[src/rtl/ib_lut_load_sched.sv]
// Load/lookup sequencer for one single-port IB LUT bank: streams a full table in, then serves lookups.
// Optional feature macro IB_LUT_HOTSWAP_EN: serve lookups during a reload, with reads taking priority.
module ib_lut_load_sched #(
   parameter int QUAN_SIZE     = 3,
   parameter int PAGE_NUM      = 16,
   parameter int ADDR_BITWIDTH = 4
) (
   input  logic                     sys_clk,
   input  logic                     rst,
   input  logic                     load_start_i,
   input  logic [QUAN_SIZE-1:0]     wr_data_i,
   input  logic                     wr_valid_i,
   output logic                     wr_ready_o,
   input  logic [ADDR_BITWIDTH-1:0] rd_addr_i,
   input  logic                     rd_valid_i,
   output logic                     rd_ready_o,
   output logic [QUAN_SIZE-1:0]     rd_data_o,
   output logic                     rd_data_valid_o,
   output logic                     lut_valid_o,
   output logic                     load_done_o,
   output logic [ADDR_BITWIDTH-1:0] mem_addr_o,
   output logic [QUAN_SIZE-1:0]     mem_wdata_o,
   output logic                     mem_we_o,
   input  logic [QUAN_SIZE-1:0]     mem_rdata_i
);

   typedef enum logic [1:0] {
      ST_IDLE   = 2'd0,
      ST_LOAD   = 2'd1,
      ST_ACTIVE = 2'd2
   } state_e;

   // Table length is matched explicitly so PAGE_NUM below 2**ADDR_BITWIDTH still terminates.
   localparam logic [ADDR_BITWIDTH-1:0] LAST_IDX = ADDR_BITWIDTH'(PAGE_NUM - 1);

`ifdef IB_LUT_HOTSWAP_EN
   localparam bit HOTSWAP = 1'b1;
`else
   localparam bit HOTSWAP = 1'b0;
`endif

   state_e                   state_q, state_d;
   logic [ADDR_BITWIDTH-1:0] wr_cnt_q, wr_cnt_d;
   logic                     lut_valid_q, lut_valid_d;
   logic                     load_done_q, load_done_d;
   logic [QUAN_SIZE-1:0]     rd_data_q, rd_data_d;
   logic                     rd_data_valid_q, rd_data_valid_d;

   logic                     wr_ready;
   logic                     rd_accept;
   logic                     wr_beat;
   logic                     last_beat;

   // NOTE: sequential state uses non-blocking assignments only; the comb processes compute the _d values.
   always_ff @(posedge sys_clk) begin
      if (rst) begin
         state_q         <= ST_IDLE;
         wr_cnt_q        <= '0;
         lut_valid_q     <= 1'b0;
         load_done_q     <= 1'b0;
         rd_data_q       <= '0;
         rd_data_valid_q <= 1'b0;
      end else begin
         state_q         <= state_d;
         wr_cnt_q        <= wr_cnt_d;
         lut_valid_q     <= lut_valid_d;
         load_done_q     <= load_done_d;
         rd_data_q       <= rd_data_d;
         rd_data_valid_q <= rd_data_valid_d;
      end
   end

   // NOTE: every comb output gets a default first so no path can infer a latch.
   always_comb begin
      state_d  = state_q;
      wr_cnt_d = wr_cnt_q;
      if (load_start_i) begin
         state_d  = ST_LOAD;
         wr_cnt_d = '0;
      end else begin
         unique case (state_q)
            ST_LOAD: begin
               if (wr_beat) begin
                  if (last_beat) begin
                     state_d  = ST_ACTIVE;
                     wr_cnt_d = '0;
                  end else begin
                     wr_cnt_d = wr_cnt_q + ADDR_BITWIDTH'(1);
                  end
               end
            end
            ST_ACTIVE: state_d = ST_ACTIVE;
            default:   state_d = ST_IDLE;
         endcase
      end
   end

   // Output process: a load start always wins over a same-cycle read or write beat.
   always_comb begin
      wr_ready  = 1'b0;
      rd_accept = 1'b0;
      unique case (state_q)
         ST_LOAD: begin
            rd_accept = HOTSWAP & rd_valid_i & ~load_start_i;
            wr_ready  = ~load_start_i & ~rd_accept;
         end
         ST_ACTIVE: rd_accept = rd_valid_i & ~load_start_i;
         default: begin
            wr_ready  = 1'b0;
            rd_accept = 1'b0;
         end
      endcase

      wr_beat   = wr_valid_i & wr_ready;
      last_beat = wr_beat & (wr_cnt_q == LAST_IDX);

      mem_we_o    = wr_beat;
      mem_addr_o  = '0;
      mem_wdata_o = '0;
      if (wr_beat) begin
         mem_addr_o  = wr_cnt_q;
         mem_wdata_o = wr_data_i;
      end else if (rd_accept) begin
         mem_addr_o  = rd_addr_i;
      end
   end

   always_comb begin
      lut_valid_d = lut_valid_q;
      if (load_start_i) begin
         lut_valid_d = HOTSWAP & lut_valid_q;
      end else if (last_beat) begin
         lut_valid_d = 1'b1;
      end

      load_done_d     = last_beat;
      rd_data_valid_d = rd_accept;
      rd_data_d       = rd_accept ? mem_rdata_i : rd_data_q;
   end

   assign wr_ready_o      = wr_ready;
   assign rd_ready_o      = rd_accept;
   assign rd_data_o       = rd_data_q;
   assign rd_data_valid_o = rd_data_valid_q;
   assign lut_valid_o     = lut_valid_q;
   assign load_done_o     = load_done_q;

endmodule
[config.mk]
export PLATFORM = sky130hd
export DESIGN_NAME = ib_lut_load_sched
export DESIGN_NICKNAME = d
export VERILOG_FILES = /design/src/rtl/ib_lut_load_sched.sv
export SDC_FILE = /design/constraint.sdc
export NUM_CORES = 1
export LEC_CHECK = 0
export ABC_AREA = 1
export BUFFER_PORTS_ARGS = -buffer_cell sky130_fd_sc_hd__buf_2
export CAP_MARGIN = 20
export CORE_UTILIZATION = 40
export CTS_BUF_LIST = sky130_fd_sc_hd__clkbuf_4 sky130_fd_sc_hd__clkbuf_8
export CTS_CLUSTER_SIZE = 16
export DETAILED_ROUTE_END_ITERATION = 8
export GPL_TIMING_DRIVEN = 0
export PLACE_DENSITY = 0.75
export SKIP_LAST_GASP = 1
export SYNTH_ARGS = -nofsm -noshare
export SYNTH_HDL_FRONTEND = slang
export SYNTH_SLANG_ARGS = --single-unit
[constraint.sdc]
create_clock -name sys_clk -period 2.5 [get_ports sys_clk]
set_input_delay 0.625 -clock sys_clk [delete_from_list [all_inputs] [get_ports sys_clk]]
set_output_delay 0.625 -clock sys_clk [all_outputs]
set_load 0.02 [all_outputs]
==> flow_metrics.py <==
metrics = {
    "worst_setup_path": {
        "r2r_cells": 6,
        "worst_setup_path_end_kind": "output pin",
        "critPathLaunchType": "flip-flop",
        "rrSetupSlack_ns": 1.19,
        "cp.arrival_ns": 1.63,
        "cp_data_required_time_ns": 1.88,
        "worstPathMaxFanout": 10,
        "criticalPathCategory": "flip-flop to output pin",
    },
    "grt": {
        "grt_start_max_net_pins": 11,
        "grt_usage": 0.1771,
        "grt_pass1_wl_mm": 1.807,
        "gr-total-overflow": 0,
        "antenna_found_initial": 0,
        "grt_pass1_vias": 458,
    },
    "logic_synthesis": {
        "syn_inst": 86,
        "syn_avg_cell_area_um2": 6.925,
        "synth_top_area_share": 0.4034,
        "synth_cell_types": 14,
        "syn-num-nets": 104,
        "yosysTopAreaCell": "dfxtp_1",
        "synth.cell_area_um2": 595.6,
        "ys_ff_latch": 12,
        "yosysSeqAreaShare": 0.4034,
        "synth_area_leaders": "dfxtp_1, inv_1, nand2_1",
        "ys_warn_count": 0,
    },
    "sta": {
        "worst_clock_skew_ns": 0.001546,
        "hold_slack_ns": 0.4605,
        "max_freq_ghz": 0.4430,
        "fin_ws_ns": 0.2428,
        "maxSlewViolCount": 0,
        "finalCritPeriodShare": 0.9029,
        "relSlewSlack": 0.7732,
        "period_needed_ns": 2.257,
        "rsz0062_at_grt": "false",
        "tns_ns": 0,
        "worstMarginPinSlew_ns": 0.3390,
        "finalHoldViolCount": 0,
        "finalSetupViolations": 0,
    },
    "clocking": {
        "htreeDepth": 1,
        "cts_setup_buffers": 0,
        "worstSkewPairLatency_ns": 0.27,
        "clk_pin_slew_ns": 0.08,
        "cts_made_buffers": 3,
        "cts_resized": 0,
        "clock-root-buffer": "clkbuf_4",
        "hold_buffers": 0,
        "cts.sinks": 12,
        "cts_tree": "done",
        "clockBufferDepth": 2,
    },
    "detailed_routing": {
        "routed-via-count": 612,
        "drc_errors": 0,
        "drtAntennaViolNets": 0,
        "vias_per_cell": 4.533,
        "drt-initial-drc-count": 6,
        "avgRoutedWirePerCell_um": 9.052,
        "drtPass1Iterations": 2,
        "drt_wl_total_mm": 1.222,
    },
    "floorplanning": {
        "core_um2": 1350,
        "ios": 31,
        "initial_utilization": 0.4411,
        "placementRows": 13,
        "die_w_um": 40.59,
        "die_area_um2": 1647,
        "die_h_um": 40.59,
    },
    "power": {
        "leakage_uw": 0.0004174,
        "power_uw": 391.2,
        "vdd_drop_max_mv": 0.2976,
        "pwr_density_cell_nw_per_um2": 488.6,
    },
    "final_layout": {
        "layout-drive-gt1-share": 0.3250,
        "nFillCells": 131,
        "antenna_cells": 0,
        "syn_to_final_growth_pct": 34.45,
        "final_cell_mix": "buf_2, inv_1, nand2_1",
        "final_common_cell": "buf_2",
        "nets": 139,
        "final_cells": 135,
    },
    "placed_design": {
        "place_inst": 131,
        "gp_congestion": 0.7762,
        "io_buffers": 30,
        "place_hpwl_um": 931.1,
        "post-place-ws_ns": 0.3173,
    },
    "hold_path": {
        "hold-path-cell-count": 2,
        "hp-class": "flip-flop to flip-flop",
    },
    "flow_run": {
        "maxCapViolCount": 0,
    },
    "outcome": {
        "status": "completed",
    },
}
[metrics by stage]
step / cell area (um2) / util
finish: 800.8 / 0.5931
global route: 800.8 / 0.5931
CTS: 800.8 / 0.5931
detailed placement: 764.5 / 0.5663
global placement: 764.5 / 0.5663
floorplan: 595.6 / -
[cell type report]
type,instances,area (um2),share of cell area
clock buffer,4,36.28,0.04531
inverter,16,60.06,0.07500
timing repair buffer,30,150.1,0.1875
buffer,1,7.507,0.009375
tap,15,18.77,0.02344
sequential,12,240.2,0.3000
multi-input combinational,57,287.8,0.3594
[per-layer routing]
layer,part of all wire,up-vias,GRT usage
met5,0,-,0
met4,0.018,0,0.1250
met3,0.073,4,0.06667
li1,-,339,-
met2,0.42,26,0.2738
met1,0.49,243,0.1973
[Yosys cell counts]
master / n
nand3_1: 9
ha_1: 3
nand2_2: 1
nor2_2: 1
a21oi_1: 9
nor3_1: 1
buf_4: 1
o21ai_0: 5
nor2_1: 12
inv_1: 16
dfxtp_1: 12
nand2_1: 14
nor2_4: 1
a31o_2: 1
[registers in the layout, indices dropped and copies added (netlist names)]
signal	count
load_done_o	1
state_q	2
rd_data_valid_o	1
lut_valid_o	1
wr_cnt_q	4
rd_data_o	3
[where the power goes]
part | internal, uW | switching, uW | leakage [uW]
sequential | 194 | 1.95 | 0.0000971
clock | 88.4 | 63.8 | 0.0000210
combinational | 18.0 | 25.1 | 0.000299
total | 300 | 90.9 | 0.000417
[final timing paths]
path / startpoint / end
setup reg to reg: state_q[0] / state_q[1]
setup / recovery: state_q[0] / mem_addr_o[2]
hold / removal: rd_data_o[2] / rd_data_o[2]
hold reg to reg: rd_data_o[2] / rd_data_o[2]
[worst max-delay path: stages, from the launching register on]
cell,delay (ns)
dfxtp_1,0.37
ha_1,0.24
nand3_1,0.20
buf_4,0.22
o21ai_0,0.13
buf_2,0.19
[cell families after synthesis]
| group | count (synthesis) | share of synthesized area |
|---|---|---|
| compound gates | 15 | 0.1323 |
| fa+ha+maj | 3 | 0.06303 |
| buf+inv | 17 | 0.1135 |
| flops | 12 | 0.4034 |
| simple gates | 39 | 0.2878 |
(Power assumes the default switching activity.)
